$ cat src/rtl/fifo_reader.sv
// Drains a requested number of words from a FIFO into a ready/valid stream
// through a 2-entry skid buffer, with a one-cycle done pulse per request.
module fifo_reader #(
    parameter int unsigned DW = 8
) (
    input  logic          clk,
    input  logic          rst,
    input  logic          start,
    input  logic [7:0]    len,
    output logic          busy,
    output logic          done,
    output logic          fifo_re,
    input  logic [DW-1:0] fifo_rdata,
    input  logic          fifo_empty,
    input  logic          fifo_wr_act,
    output logic          out_valid,
    output logic [DW-1:0] out_data,
    input  logic          out_ready,
    output logic [7:0]    rd_count
);

    typedef enum logic [1:0] {IDLE, RUN, FLUSH, DONE} state_t;

    state_t        state_q, state_d;
    logic [7:0]    rem_q, rem_d;
    logic [7:0]    rd_count_q, rd_count_d;
    logic          inflight_q, inflight_d;
    logic [1:0]    cnt_q, cnt_d;
    logic [DW-1:0] buf0_q, buf0_d;
    logic [DW-1:0] buf1_q, buf1_d;
    logic          start_ok, rd_acc, push, pop;

    always_ff @(posedge clk) begin
        if (rst) begin
            state_q    <= IDLE;
            rem_q      <= '0;
            rd_count_q <= '0;
            inflight_q <= 1'b0;
            cnt_q      <= '0;
            buf0_q     <= '0;
            buf1_q     <= '0;
        end else begin
            state_q    <= state_d;
            rem_q      <= rem_d;
            rd_count_q <= rd_count_d;
            inflight_q <= inflight_d;
            cnt_q      <= cnt_d;
            buf0_q     <= buf0_d;
            buf1_q     <= buf1_d;
        end
    end

    always_comb begin
        state_d = state_q;
        case (state_q)
            IDLE:    if (start) state_d = (len != 8'd0) ? RUN : DONE;
            RUN:     if (rem_q == 8'd0) state_d = FLUSH;
            FLUSH:   if (!inflight_q && cnt_q == 2'd0) state_d = DONE;
            DONE:    state_d = IDLE;
            default: state_d = IDLE;
        endcase
    end

    // fifo_re is gated by rst so a read can never be accepted while aborting.
    always_comb begin
        busy      = (state_q == RUN) || (state_q == FLUSH);
        done      = (state_q == DONE);
        fifo_re   = !rst && (state_q == RUN) && (rem_q != 8'd0) && !fifo_empty &&
                    (({1'b0, inflight_q} + cnt_q) < 2'd2);
        out_valid = (cnt_q != 2'd0);
        out_data  = buf0_q;
        rd_count  = rd_count_q;
    end

    always_comb begin
        start_ok   = (state_q == IDLE) && start;
        rd_acc     = fifo_re && !fifo_empty && !fifo_wr_act;
        push       = inflight_q;
        pop        = out_valid && out_ready;
        inflight_d = rd_acc;

        rem_d = rem_q;
        if (start_ok)    rem_d = len;
        else if (rd_acc) rem_d = rem_q - 8'd1;

        rd_count_d = rd_count_q;
        if (start_ok)                        rd_count_d = '0;
        else if (pop && rd_count_q != 8'hFF) rd_count_d = rd_count_q + 8'd1;

        // buf0 is always the oldest entry; a pop shifts buf1 down.
        buf0_d = buf0_q;
        buf1_d = buf1_q;
        cnt_d  = cnt_q;
        if (push && pop) begin
            if (cnt_q == 2'd1) begin
                buf0_d = fifo_rdata;
            end else begin
                buf0_d = buf1_q;
                buf1_d = fifo_rdata;
            end
        end else if (push) begin
            if (cnt_q == 2'd0) buf0_d = fifo_rdata;
            else               buf1_d = fifo_rdata;
            cnt_d = cnt_q + 2'd1;
        end else if (pop) begin
            buf0_d = buf1_q;
            cnt_d  = cnt_q - 2'd1;
        end
    end

endmodule

$ cat config.mk
export PLATFORM = sky130hd
export DESIGN_NAME = fifo_reader
export DESIGN_NICKNAME = d
export VERILOG_FILES = /design/src/rtl/fifo_reader.sv
export SDC_FILE = /design/constraint.sdc
export NUM_CORES = 1
export LEC_CHECK = 0
export CAP_MARGIN = 30
export CORE_UTILIZATION = 60
export DETAILED_ROUTE_END_ITERATION = 10
export DONT_BUFFER_PORTS = 1
export PLACE_DENSITY = 0.81
export SYNTH_ARGS = -nofsm -noshare
export SYNTH_HDL_FRONTEND = slang
export SYNTH_SLANG_ARGS = --single-unit
$ cat constraint.sdc
create_clock -name clk -period 2.73 [get_ports clk]
set_clock_uncertainty 0.15 [all_clocks]
set_input_delay 0.4095 -clock clk [delete_from_list [all_inputs] [get_ports clk]]
set_output_delay 0.4095 -clock clk [all_outputs]
set_load 0.01 [all_outputs]
; Yosys cells after proc, flatten, opt, wreduce, memory -nomap -nowiden
; Cells that the tools add are included.
[word_totals]
regBits = 37
inputBits = 22
out_inout_bits = 20
word_cells = 74
[op_classes]
add_sub_neg = 5
n_lt_le_gt_ge = 1
eq_ne = 11
n_mux = 18
bitwise = 1
reduce_logical = 31
[ops]
columns = op, count
row1 = $mux W8, 11
row2 = $reduce_bool A8 Y1, 2
row3 = $mux W2, 6
row4 = $logic_and A1 B1 Y1, 11
row5 = $add A8 B1 Y8 const B, 1
row6 = $logic_not A8 Y1, 1
row7 = $ne A2 B2 Y1 const B, 4
row8 = $ne A8 B8 Y1 const B, 1
row9 = $pmux W2 S4, 1
row10 = $reduce_bool A2 Y1, 4
row11 = $sub A8 B1 Y8 const B, 1
row12 = $reduce_and A3 Y1, 2
row13 = $eq A2 B1 Y1 const B, 2
row14 = $eq A2 B2 Y1 const B, 2
row15 = $logic_not A1 Y1, 4
row16 = $logic_not A2 Y1, 2
row17 = $reduce_and A2 Y1, 2
row18 = $ne A3 B1 Y1 const B, 1
row19 = $reduce_bool A3 Y1, 1
row20 = $add A1 B2 Y2, 1
row21 = $add A2 B1 Y2 const B, 1
row22 = $lt A2 B2 Y1 const B, 1
row23 = $ne A2 B1 Y1 const B, 1
row24 = $reduce_or A2 Y1, 1
row25 = 3 further kinds, 3

; Logic depth before layout (Yosys ltp)
[logic_depth]
ltp_word = 9
depth_mapped = 8
depth_no_buf = 8

; Worst setup path before layout
; Ideal clock, no wire load.
[synth_timing]
kind = reg-to-reg
startpoint = reg cnt_q[0]
endpoint = reg buf0_q[0] (netlist: out_data[0])
setup_time_ns = 0.138
arrival_ns = 1.957
required_ns = 2.442
setup_slack_ns = 0.486
path_stages_with_launch = 9
path_buffers = 0
period_less_slack_ns = 2.244
path_cell_list = dfxtp_1 -> inv_1 -> ha_1 -> nand2b_1 -> inv_1 -> ha_1 -> mux2i_2 -> mux2i_1 -> a211oi_1
[synth_between]
elab_chain_cells = 5
[synth_lines]
columns = item, line
row1 = start: declaration, 28  ; logic [1:0] cnt_q, cnt_d;
row2 = start signal: assignment, 47  ; cnt_q <= cnt_d;
row3 = $reduce_bool A2 Y1, 70  ; out_valid = (cnt_q != 2'd0);
row4 = $logic_and A1 B1 Y1, 79  ; pop = out_valid && out_ready;
row5 = $logic_and A1 B1 Y1, 94  ; if (push && pop) begin
row6 = $ne A3 B1 Y1 (no source line) or $reduce_bool A3 Y1 (tied branches), n/a
row7 = $reduce_and A2 Y1 (no source line), n/a
row8 = end signal: assignment, 48  ; buf0_q <= buf0_d;
row9 = end: declaration, 29  ; logic [DW-1:0] buf0_q, buf0_d;
; Several ways; a longest one is shown, not always the timed one.
; A chain may end at the register's enable or synchronous reset.

; Worst setup path in the final report
[layout_timing]
startpoint = reg rem_q[0]
endpoint = out fifo_re
[layout_between]
elab_chain_cells = 4
[layout_lines]
columns = item, line
row1 = start: declaration, 25  ; logic [7:0] rem_q, rem_d;
row2 = start signal: assignment, 44  ; rem_q <= rem_d;
row3 = $reduce_bool A8 Y1, 68  ; fifo_re = !rst && (state_q == RUN) && (rem_q != 8'd0) && !fifo_empty &&
row4 = $logic_and A1 B1 Y1 (3 in series), 68
row5 = end: declaration, 12  ; output logic fifo_re,
; No other way between the ends.

==> results.py <==
metrics = {
    "outcome": {
        "status": "complete, no violations",
    },
    "timing": {
        "max_freq_ghz": 0.391,
        "worstMarginPinSlew_ns": 0.963,
        "period_share_pct": 93.6,
        "setup_violations": 0,
        "rsz0062_at_grt": "false",
        "layout_setup_ws_ns": 0.174,
        "whs_ns": 0.0535,
        "hold_viol_final": 0,
        "slew_viol_final": 0,
        "period_minus_slack_ns": 2.56,
        "tns_ns": 0,
        "slew_headroom_pct": 35.6,
    },
    "yosys": {
        "postSynthAreaPerCell_um2": 8.95,
        "synth_cell_type_count": 42,
        "syn_inst": 220,
        "synthFlopType": "dfxtp_1",
        "ys_warn_count": 0,
        "synth_area_mm2": 0.00197,
        "synth_edf_count": 0,
        "synth_seq_area_share_pct": 37.6,
        "async_flop_share_pct": 0,
        "ys_seq_elements": 37,
        "synth_fp_nets": 253,
    },
    "placed_design": {
        "place_congestion": 0.852,
        "pre_cts_slack_ns": 0.438,
        "placed_cells": 258,
        "dpl.hpwl_um": 2950,
        "place_area_mm2": 0.00201,
        "portBuffers": 0,
    },
    "route": {
        "firstDrtPassIters": 4,
        "antenna_left": 0,
        "vias": 1611,
        "wl_per_cell_um": 14.8,
        "drt_iter0_drc": 105,
        "drc_errors": 0,
        "wirelength_um": 3950,
        "via_per_inst": 6.03,
    },
    "finish": {
        "num_antenna_cells": 0,
        "drive_above_1_share_pct": 6.73,
        "fillers": 251,
        "fin_util_pct": 68.2,
        "stdcell_count": 267,
        "final_area_mm2": 0.00210,
        "synthToLayoutAreaGrowth_pct": 6.67,
        "final_nets": 255,
    },
    "worst_setup_path": {
        "r2r_slack_ns": 0.39,
        "crit_end": "fifo_re",
        "critPathSlowestCell": "or3b_2",
        "path_cells": "inv_1, ha_1, or3b_2, o21ai_0, nor2_1",
        "critPathMaxFanout": 6,
        "r2r_start": "cnt_q[0]",
        "path_class": "reg -> out",
        "worstPathArrival_ns": 2.00,
        "critPathLaunch": "rem_q[0]",
        "startpoint_type": "flop",
        "worst_setup_path_end_kind": "primary output",
        "required_ns": 2.17,
        "r2r_cells": 9,
        "cpPeakStageDelay_ns": 0.52,
        "reg2reg_to": "out_data[0]",
    },
    "global_routing": {
        "grt_overflow": 0,
        "grt_antenna_before_repair": 0,
        "grt_max_degree": 27,
        "grt_pass1_vias": 1527,
        "grt_usage_pct": 24.8,
        "grt_pass1_wl_um": 6510,
    },
    "floorplan": {
        "die_area_mm2": 0.00351,
        "rows": 20,
        "die_x_um": 59.3,
        "core_area_mm2": 0.00308,
        "dieHeight_um": 59.3,
        "io_pins": 42,
        "initial_core_util_pct": 63.9,
    },
    "clock_network": {
        "numClockSinks": 37,
        "ctsResizeCount": 0,
        "cts-htree-levels": 2,
        "root_buffer": "clkbuf_4",
        "cts_max_path_buffers": 2,
        "cts_made_buffers": 5,
        "clk_latency_ns": 0.35,
        "cts_tree": "built",
        "ctsHoldBuffers": 1,
        "postCtsSetupBuffers": 0,
        "clk_pin_slew_ns": 0.12,
    },
    "run": {
        "drv_cap": 0,
    },
    "min_path": {
        "min_path_type": "in -> reg",
    },
    "power": {
        "powerDensity_mw_per_mm2": 841,
        "leakagePower_nw": 0.815,
        "ir_drop_mv": 0.429,
        "total_power_mw": 1.77,
    },
}
[cell usage after synthesis, types with 4 or more instances]
| cell | n | area share, % |
|---|---|---|
| nor2_1 | 39 | 7.4 |
| dfxtp_1 | 37 | 38 |
| mux2i_1 | 18 | 9.2 |
| ha_1 | 11 | 7.0 |
| inv_1 | 10 | 1.9 |
| o21ai_0 | 9 | 2.3 |
| a211oi_1 | 8 | 3.1 |
| a311oi_1 | 7 | 3.1 |
| nand2_1 | 7 | 1.3 |
| or3_1 | 7 | 2.2 |
| clkbuf_1 | 5 | 0.95 |
| o211ai_1 | 4 | 1.5 |
| or4_1 | 4 | 1.5 |
| xnor2_1 | 4 | 1.8 |
| xor2_1 | 4 | 1.8 |
[area by class of cell]
type                            count  area [um2]  area share [%]
Tap cell                           44        55.1            2.62
Timing Repair Buffer                3        25.0            1.19
Clock inverter                      3        46.3            2.21
Sequential cell                    37         741            35.3
Multi-Input combinational cell    165        1160            55.1
Inverter                           10        37.5            1.79
Clock buffer                        5        37.5            1.79
[worst max-delay path: cells and delay by family (launching register included)]
family	cells	cell delay, ns
AO/OA/AOI/OAI	1	0.37
adder cells (fa/ha/maj)	1	0.15
buffers and inverters	1	0.10
flip-flops	1	0.36
AND/OR/NAND/NOR	2	0.68
[power by group]
group	internal (mW)	switching [mW]	total (mW)	leakage (nW)
clock network	0.194	0.195	0.389	0.0414
logic	0.256	0.351	0.607	0.472
registers	0.649	0.122	0.771	0.301
[routing by layer]
metal / global-route usage, % / vias to the layer above / part of all wire, %
li1: - / 809 / -
met1: 29.5 / 743 / 41
met2: 41.1 / 52 / 49
met3: 9.17 / 7 / 8.0
met4: 8.50 / 0 / 1.3
met5: 0 / - / 0
[logic make-up after synthesis]
family / synth area share (%)
xor gates and xnor gates: 3.56
buffers and inverters: 3.56
and+or+nand+nor: 22.4
AOI/OAI and AO/OA: 15.3
muxes: 10.6
adders and majority gates: 6.99
DFF: 37.6
[worst min path at each step]
stage,endpoint,depth (start not counted),slack [ns],startpoint
global route,buf1_q[6],2,0.03,fifo_rdata[6]
floorplan,buf1_q[0],2,0.31,buf1_q[0]
finish,buf1_q[4],2,0.05,fifo_rdata[4]
CTS,buf1_q[6],2,0.04,fifo_rdata[6]
detailed placement,buf1_q[6],2,0.33,buf1_q[6]
global placement,buf1_q[1],2,0.32,buf1_q[1]
[sequential cells by signal, summed over array words and instances (netlist names)]
| signal | cells |
|---|---|
| rd_count | 8 |
| buf1_q | 8 |
| state_q | 2 |
| cnt_q | 2 |
| inflight_q | 1 |
| out_data | 8 |
| rem_q | 8 |
[cell usage in the layout (no fill, tap or decap), types with 4 or more instances in the layout]
| cell type | n |
|---|---|
| or4_1 | 4 |
| o21ai_0 | 9 |
| ha_1 | 11 |
| xnor2_1 | 4 |
| a211oi_1 | 8 |
| a311oi_1 | 7 |
| o211ai_1 | 4 |
| nand2_1 | 7 |
| inv_1 | 10 |
| clkbuf_4 | 5 |
| or3_1 | 7 |
| dfxtp_1 | 37 |
| xor2_1 | 4 |
| mux2i_1 | 18 |
| nor2_1 | 39 |
No activity file was read; power rests on OpenSTA's default activity.
